File: src/rtl/char_uart_pkg.sv
// char_uart_pkg
//   Shared constants for the serial character front end.
//   - FSM state encodings (plain localparams so older code that compares
//     against raw bit patterns keeps working).
//   - Line idle level and character width.
package char_uart_pkg;

    localparam int STATE_W = 3;

    localparam logic [STATE_W-1:0] IDLE  = 3'd0;
    localparam logic [STATE_W-1:0] START = 3'd1;
    localparam logic [STATE_W-1:0] DATA  = 3'd2;
    localparam logic [STATE_W-1:0] STOP  = 3'd3;
    localparam logic [STATE_W-1:0] BREAK = 3'd4;

    // A UART line rests at mark (high) between frames.
    localparam logic IDLE_LEVEL = 1'b1;

    // Fixed character width; the receiver's bit index is sized for this.
    localparam int DATA_BITS = 8;

endpackage

File: src/rtl/sync2.sv
// sync2
//   Two flip-flop synchroniser for a single asynchronous input.
//   Both stages load RST_VAL on reset so the output never shows a
//   spurious edge coming out of reset.
// Ports:
//   clk   - destination clock
//   reset - synchronous, active-high
//   d     - asynchronous input
//   q     - synchronised output, two clk cycles behind d
module sync2 #(
    parameter logic RST_VAL = 1'b0
) (
    input  logic clk,
    input  logic reset,
    input  logic d,
    output logic q
);

    logic meta;

    always_ff @(posedge clk) begin
        if (reset) begin
            meta <= RST_VAL;
            q    <= RST_VAL;
        end else begin
            meta <= d;
            q    <= meta;
        end
    end

endmodule

File: src/rtl/char_uart_rx.sv
// char_uart_rx
//   8N1 serial receiver feeding the identifier recogniser. Each good frame
//   updates char_out, which then holds until the next good frame; the
//   recogniser tolerates seeing the same character on consecutive clocks,
//   so no enable is needed downstream.
// Parameters:
//   CLKS_PER_BIT - clk cycles per serial bit; must be even and >= 4
// Ports:
//   clk        - rising-edge clock
//   reset      - synchronous, active-high; aborts any frame in progress
//   rxd        - asynchronous serial line, idles high, LSB first
//   char_out   - last correctly received character
//   char_valid - one-cycle pulse when char_out updates
//   frame_err  - one-cycle pulse when the stop bit is sampled low
//   busy       - high whenever the receiver is not idle
module char_uart_rx
    import char_uart_pkg::*;
#(
    parameter int CLKS_PER_BIT = 16
) (
    input  logic       clk,
    input  logic       reset,
    input  logic       rxd,
    output logic [7:0] char_out,
    output logic       char_valid,
    output logic       frame_err,
    output logic       busy
);

    localparam int CW = $clog2(CLKS_PER_BIT);

    // Start bit is checked half a bit in; every later bit is one full bit
    // after the previous sample, which keeps all samples mid-bit.
    localparam logic [CW-1:0] HALF_M1 = CW'(CLKS_PER_BIT / 2 - 1);
    localparam logic [CW-1:0] FULL_M1 = CW'(CLKS_PER_BIT - 1);
    localparam logic [2:0]    LAST_BIT = 3'(DATA_BITS - 1);

    logic                 rs;
    logic [STATE_W-1:0]   state;
    logic [CW-1:0]        counter;
    logic [2:0]           bit_idx;
    logic [DATA_BITS-1:0] shift;

    sync2 #(
        .RST_VAL (IDLE_LEVEL)
    ) u_rxd_sync (
        .clk   (clk),
        .reset (reset),
        .d     (rxd),
        .q     (rs)
    );

    always_ff @(posedge clk) begin
        if (reset) begin
            state      <= IDLE;
            counter    <= '0;
            bit_idx    <= '0;
            shift      <= '0;
            char_out   <= 8'h00;
            char_valid <= 1'b0;
            frame_err  <= 1'b0;
        end else begin
            // Status outputs are single-cycle pulses by construction.
            char_valid <= 1'b0;
            frame_err  <= 1'b0;

            case (state)
                IDLE: begin
                    counter <= '0;
                    if (rs == 1'b0) begin
                        state <= START;
                    end
                end

                START: begin
                    if (counter == HALF_M1) begin
                        counter <= '0;
                        bit_idx <= '0;
                        // Line back high by mid start bit: treat as noise.
                        state   <= rs ? IDLE : DATA;
                    end else begin
                        counter <= counter + 1'b1;
                    end
                end

                DATA: begin
                    if (counter == FULL_M1) begin
                        counter        <= '0;
                        shift[bit_idx] <= rs;
                        bit_idx        <= bit_idx + 1'b1;
                        if (bit_idx == LAST_BIT) begin
                            state <= STOP;
                        end
                    end else begin
                        counter <= counter + 1'b1;
                    end
                end

                STOP: begin
                    if (counter == FULL_M1) begin
                        counter <= '0;
                        // Returning to IDLE mid stop bit leaves half a bit of
                        // slack to catch a back-to-back start edge.
                        if (rs) begin
                            char_out   <= shift;
                            char_valid <= 1'b1;
                            state      <= IDLE;
                        end else begin
                            frame_err <= 1'b1;
                            state     <= BREAK;
                        end
                    end else begin
                        counter <= counter + 1'b1;
                    end
                end

                BREAK: begin
                    // Hold here while the line stays low so a long break
                    // produces one frame_err rather than one per frame time.
                    counter <= '0;
                    if (rs) begin
                        state <= IDLE;
                    end
                end

                default: begin
                    state   <= IDLE;
                    counter <= '0;
                end
            endcase
        end
    end

    assign busy = (state != IDLE);

endmodule

File: config.mk
export PLATFORM = sky130hd
export DESIGN_NAME = char_uart_rx
export DESIGN_NICKNAME = d
export VERILOG_FILES = /design/src/rtl/char_uart_pkg.sv /design/src/rtl/sync2.sv /design/src/rtl/char_uart_rx.sv
export SDC_FILE = /design/constraint.sdc
export NUM_CORES = 1
export LEC_CHECK = 0
export BUFFER_PORTS_ARGS = -buffer_cell sky130_fd_sc_hd__buf_2
export CAP_MARGIN = 10
export CELL_PAD_IN_SITES_DETAIL_PLACEMENT = 1
export CELL_PAD_IN_SITES_GLOBAL_PLACEMENT = 1
export CORE_MARGIN = 1.5
export CORE_UTILIZATION = 42
export CTS_BUF_LIST = sky130_fd_sc_hd__clkbuf_4 sky130_fd_sc_hd__clkbuf_8 sky130_fd_sc_hd__clkbuf_16
export CTS_CLUSTER_SIZE = 16
export DETAILED_ROUTE_END_ITERATION = 8
export PLACE_DENSITY_LB_ADDON = 0.25
export SLEW_MARGIN = 20
export SYNTH_ARGS = -nofsm -noshare
export SYNTH_HDL_FRONTEND = slang
export SYNTH_SLANG_ARGS = --single-unit
File: constraint.sdc
create_clock -name clk -period 3.2 [get_ports clk]
set_clock_uncertainty 0.1 [all_clocks]
set_input_delay 0.32 -clock clk [delete_from_list [all_inputs] [get_ports clk]]
set_output_delay 0.32 -clock clk [all_outputs]
set_load 0.02 [all_outputs]
==> results of run 1 <==
worst min-delay path by stage:
stage / from / to / slack [ps] / cells past startpoint
2_1_floorplan: u_rxd_sync.meta / u_rxd_sync.q / 290 / 1
3_3_place_gp: u_rxd_sync.meta / u_rxd_sync.q / 300 / 1
3_5_place_dp: u_rxd_sync.meta / u_rxd_sync.q / 300 / 1
4_1_cts: rxd / u_rxd_sync.meta / 60 / 2
5_1_grt: rxd / u_rxd_sync.meta / 50 / 2
6_report: rxd / u_rxd_sync.meta / 70 / 2
final cells by class:
class                      count  area [sq um]
fill                         372          1580
tap                           44          55.1
multi-input combinational     97           747
clock buffer                   8          78.8
sequential                    30           601
inverter                       1          3.75
timing repair buffer          13          65.1
kinds of logic (layout without fill, tap and decap cells):
| group | after synthesis | after routing | synth area share |
|---|---|---|---|
| compound gates | 7 | 7 | 0.0450 |
| buf+inv | 12 | 22 | 0.0503 |
| mux | 19 | 19 | 0.134 |
| flops | 30 | 30 | 0.423 |
| fa+ha+maj | 3 | 3 | 0.0265 |
| simple gates | 65 | 65 | 0.302 |
| xor+xnor | 3 | 3 | 0.0185 |
registers in the layout, summed over array words and instances (netlist names):
register         flops
char_valid           1
frame_err            1
counter              4
char_out             8
state                3
bit_idx              3
shift                8
u_rxd_sync.meta      1
u_rxd_sync.q         1
routing by layer:
metal  up-vias  GRT usage  wire, um
met2        18      0.263      1250
li1        500          -         -
met4         0     0.0745        40
met5         -          0         0
met1       468      0.218      1280
met3         5     0.0567       104
through the flow:
| stage | util | area (sq um) | total power, mW | setup WS [ps] | instances |
|---|---|---|---|---|---|
| after global routing | 0.496 | 1550 | 0.710 | 1220 | 193 |
| after detailed placement | 0.470 | 1470 | 0.406 | 1380 | 185 |
| final | 0.496 | 1550 | 0.682 | 1360 | 193 |
| after CTS | 0.496 | 1550 | 0.686 | 1340 | 193 |
| after floorplan | - | 1420 | 0.402 | 1670 | 139 |
| after global placement | 0.470 | 1470 | 0.406 | 1460 | 185 |
power groups by stage:
stage               registers (mW)  clock network (mW)  logic (mW)
global placement             0.386                   0      0.0196
finish                       0.377               0.285      0.0196
CTS                          0.377               0.288      0.0201
global route                 0.378               0.310      0.0217
floorplan                    0.384                   0      0.0178
detailed placement           0.386                   0      0.0200
layout by cell type (no fill, tap or decap):
cell | Yosys | routed
and2_1 | 1 | 1
or2_2 | 2 | 2
nand2b_1 | 23 | 23
nor4b_1 | 2 | 2
xnor2_1 | 2 | 2
clkbuf_8 | 0 | 3
a32o_1 | 1 | 1
nor2_1 | 6 | 6
nand3b_1 | 1 | 1
a211oi_4 | 1 | 1
dfxtp_1 | 30 | 30
or3_1 | 1 | 1
nand2_1 | 6 | 6
nand4_4 | 1 | 1
nand3_1 | 2 | 2
ha_1 | 3 | 3
o22ai_1 | 1 | 1
and3_1 | 1 | 1
xor2_1 | 1 | 1
a211oi_1 | 1 | 1
o21ai_0 | 2 | 2
nand4_1 | 2 | 2
a311o_1 | 1 | 1
and4_2 | 1 | 1
nor2b_1 | 1 | 1
buf_2 | 3 | 13
inv_1 | 1 | 1
clkbuf_4 | 0 | 5
or3_4 | 1 | 1
nor4_2 | 2 | 2
nor3_1 | 7 | 7
or3b_4 | 2 | 2
nor3_2 | 3 | 3
mux2i_1 | 19 | 19
==> impl_metrics.ini, run 1 <==
[synth]
synth_cell_type_count = 36
synth-main-ff-cell = dfxtp_1
synthTopCellsByArea = dfxtp_1 42%, mux2i_1 13%, nand2b_1 10%, ha_1 2.6%, nor3_1 2.5%
seq_area_frac_synth = 0.423
async_flop_share = 0
synth_top_area_share = 0.423
ys_warn_count = 0
syn_inst = 139
synth.most_common_cell = dfxtp_1
postSynthAreaPerCell_sq_um = 10.2
synth-seq-cells = 30
synth_area_sq_mm = 0.00142
synth_top_cell_by_area = dfxtp_1
syn-num-nets = 145
synth-edff-count = 0
synth_commonest_cells = 30 x dfxtp_1, 23 x nand2b_1, 19 x mux2i_1, 7 x nor3_1

[detailed_routing]
vias = 991
ant_nets = 0
drt-initial-drc-count = 36
routed_wl_um = 2670
firstDrtPassIters = 4
wl_per_cell_um = 13.9
vias_per_cell = 5.13
drc = 0

[timing]
finalCritPeriodShare = 0.576
period_minus_slack_ps = 1840
setup_viol = 0
max_slew_margin = 0.665
slew_violations = 0
fmax_ghz = 0.542
holdWs_ps = 71.4
finalSetupTns_ps = 0
tightest_slew_ps = 495
hold_viol = 0
rsz0062_at_grt = false

[grt]
track_usage = 0.171
grt_pass1_vias = 970
grt_first_pass_wirelength_um = 4570
grt_max_degree = 31
grt-ovfl-total = 0
antenna_found_initial = 0

[die]
fp-row-count = 20
io_pins = 14
fp.dieH_um = 61.1
core_sq_mm = 0.00313
die_w_um = 61.1
fp.dieArea_sq_mm = 0.00374
initial_core_util = 0.454

[clock_tree]
clk_latency_ps = 340
numCtsBuffers = 5
clock-sinks = 30
cts_resized = 0
clockBufferDepth = 2
postCtsSetupRepairBufs = 0
postCtsHoldBufs = 0
clockRootBuffer = clkbuf_4
cts_tree = done
ctsHtreeMaxLevel = 2
cts.clk_slew.worst_paths_ps = 90

[power_and_ir_drop]
power_density_mw_per_mm2 = 440
clkPwrFrac = 0.418
swShare = 0.217
p_sw_mw = 0.148
combPwrFrac = 0.029
ir_drop_mv = 0.205
pwr-share-seq = 0.554
p_int_mw = 0.534
p_leak_nw = 0.567

[critical_path]
reg2reg_from = counter[0]
critPathMaxStageDelay_ps = 420
crit_arrival_ps = 2000
cp_slowest_cell = and3_1
path_depth = 4
path_cells = ha_1 -> and4_2 -> and3_1 -> mux2i_1
worst_r2r_path_depth = 4
worstReg2RegEnd = char_out[2]
worst-setup-path-type = reg -> reg
worstSetupStartpoint = counter[0]
critPathMaxFanout = 7
crit_buf_inv = 0
rrSetupSlack_ps = 1360
worst_setup_path_end_kind = flop
crit_family = simple AND/OR/NAND/NOR gates
cp-endpoint = char_out[2]
crit_required_ps = 3350
start_kind = flop

[flow_run]
cap_violations = 0

[finish]
drive_above_1_share = 0.228
diodes = 0
nNetsFinal = 154
syn2layout_area_growth_pct = 9.26

[placed_design]
port_buffers = 13
hpwl_um = 1840
gp_congestion = 0.705

[status]
status = finished, final reports clean

[hold_path]
hold_path_class = in -> reg
Note: power is estimated with default switching activity, not from simulation.
==> inputs of run 2 (changes only) <==
- CORE_UTILIZATION: 42 -> 40
- clock period: 3.2 -> 1.49 ns (I/O delays scaled with it)
==> run 2 against run 1 <==
The run now ends with negative setup slack left. Sequential power increased by 110%. Flip-flop and latch count unchanged. Critical path depth increased by 1. Critical path type unchanged. Highest routed layer unchanged.
==> impl_metrics.ini, run 2 (synthesized netlist as in run 1, its figures left out) <==
[clock_tree]
cts.clk_slew.worst_paths_ps = 90
numCtsBuffers = 5
clock-sinks = 30
clockRootBuffer = clkbuf_4
cts_tree = done
clk_latency_ps = 350
clockBufferDepth = 2
ctsHtreeMaxLevel = 2

[finish]
diodes = 0
layout.cells.non_filler = 225
reg.largest.list = char_out: 8 flops, shift: 8 flops, counter: 4 flops
nNetsFinal = 185
syn2layout_area_growth_pct = 36.6
drive_above_1_share = 0.436
final_util = 0.576
layout_commonest_cell = dfxtp_1
layout_common_cells = 24 x dfxtp_1, 22 x nand2b_1, 22 x buf_4

[placed_design]
dpl.cell_count = 206
port_buffers = 13
gp_congestion = 0.756
hpwl_um = 2200

[timing]
worst_slack_ps = -111
tightest_slew_ps = 289
max_slew_margin = 0.807
rsz0062_at_grt = true
hold_viol = 0
setup_viol = 5
finalCritPeriodShare = 1.07
period_minus_slack_ps = 1600
fmax_ghz = 0.625
finalSetupTns_ps = -349
slew_violations = 0

[grt]
grt-ovfl-total = 0
grt_max_degree = 23
use_met1 = 0.203
top_usage_layer = met2
gr-usage-met2 = 0.344
antenna_found_initial = 0
track_usage = 0.190
grtUsageMet3 = 0.0649
grt_first_pass_wirelength_um = 5680
grt_pass1_vias = 1201

[power_and_ir_drop]
p_leak_nw = 0.788
power_density_mw_per_mm2 = 688
ir_drop_mv = 0.660

[detailed_routing]
routed_wl_um = 3650
drt-initial-drc-count = 29
drc = 0
wl_per_cell_um = 16.2
vias_per_cell = 5.06
vias = 1138
ant_nets = 0
firstDrtPassIters = 4

[flow_run]
cap_violations = 0

[die]
fp.dieH_um = 62.6
io_pins = 14
fp.dieArea_sq_mm = 0.00391
initial_core_util = 0.422
die_w_um = 62.6
core_sq_mm = 0.00336
fp-row-count = 21

[critical_path]
cp_slowest_cell = dfxtp_4
critPathMaxStageDelay_ps = 360
start_kind = flop
crit_buf_inv = 2
critPathMaxFanout = 6
path_cells = buf_12 -> buf_4 -> nand3b_1 -> a211oi_4 -> mux2i_1
worst_setup_path_end_kind = flop
crit_required_ps = 1650
crit_family = flip-flops
worst-setup-path-type = reg -> reg
crit_arrival_ps = 1760

[status]
violations = negative setup slack
status = finished with violations

[hold_path]
hold_path_class = reg -> reg
==> run 2: worst reg2reg max path: cells and delay by family, from the launching register on <==
kind	cells	cell delay [ps]
and+or+nand+nor	1	210
DFF	1	360
muxes	1	240
AOI/OAI and AO/OA	1	340
buffers and inverters	2	270
==> run 2: final cells by class <==
class,instances,area (sq um)
fill,386,1430
clock inverter,2,10.0
clock buffer,5,37.5
inverter,1,3.75
timing repair buffer,44,362
tap,46,57.6
multi-input combinational,97,855
sequential,30,613
==> run 2: what timing repair did <==
item | 4_1_cts | 5_1_grt
buffers inserted | 4 | 6
setup endpoints to repair | 19 | 22
resized for setup | 16 | 16
pin swaps | 2 | 8
hold buffers | 2 | 0
endpoints found under the hold margin | 2 | 0
==> run 2: worst paths after layout <==
path	from	endpoint	slack (ps)	depth (start not counted)
worst max-delay path	state[0]	bit_idx[2]	-110	5
worst min-delay path	u_rxd_sync.meta	u_rxd_sync.q	350	1
worst min register to register	u_rxd_sync.meta	u_rxd_sync.q	350	1
worst max register to register	state[0]	bit_idx[2]	-110	5
==> run 2: per-stage QoR <==
| step | setup slack (ps) | hold slack (ps) | total power [mW] | instance area (sq um) |
|---|---|---|---|---|
| finish | -111 | 346 | 1.33 | 1940 |
| global route | -180 | 363 | 1.40 | 1940 |
| CTS | -99.4 | 329 | 1.33 | 1810 |
| detailed placement | -131 | 245 | 0.879 | 1630 |
| global placement | -40.1 | 234 | 0.877 | 1630 |
| floorplan | 18.6 | 153 | 0.864 | 1430 |
==> run 2: where the power goes <==
group / total [mW] / internal (mW) / switching [mW] / leakage, nW
logic: 0.0688 / 0.0375 / 0.0313 / 0.512
registers: 0.806 / 0.802 / 0.00435 / 0.246
clock network: 0.458 / 0.169 / 0.289 / 0.0308
total: 1.33 / 1.01 / 0.325 / 0.788
==> run 2: routing by layer <==
metal  share of wire  vias to the layer above
met5               0                        -
met3           0.030                        5
met4           0.014                        0
met1            0.41                      561
li1                -                      558
met2            0.54                       14
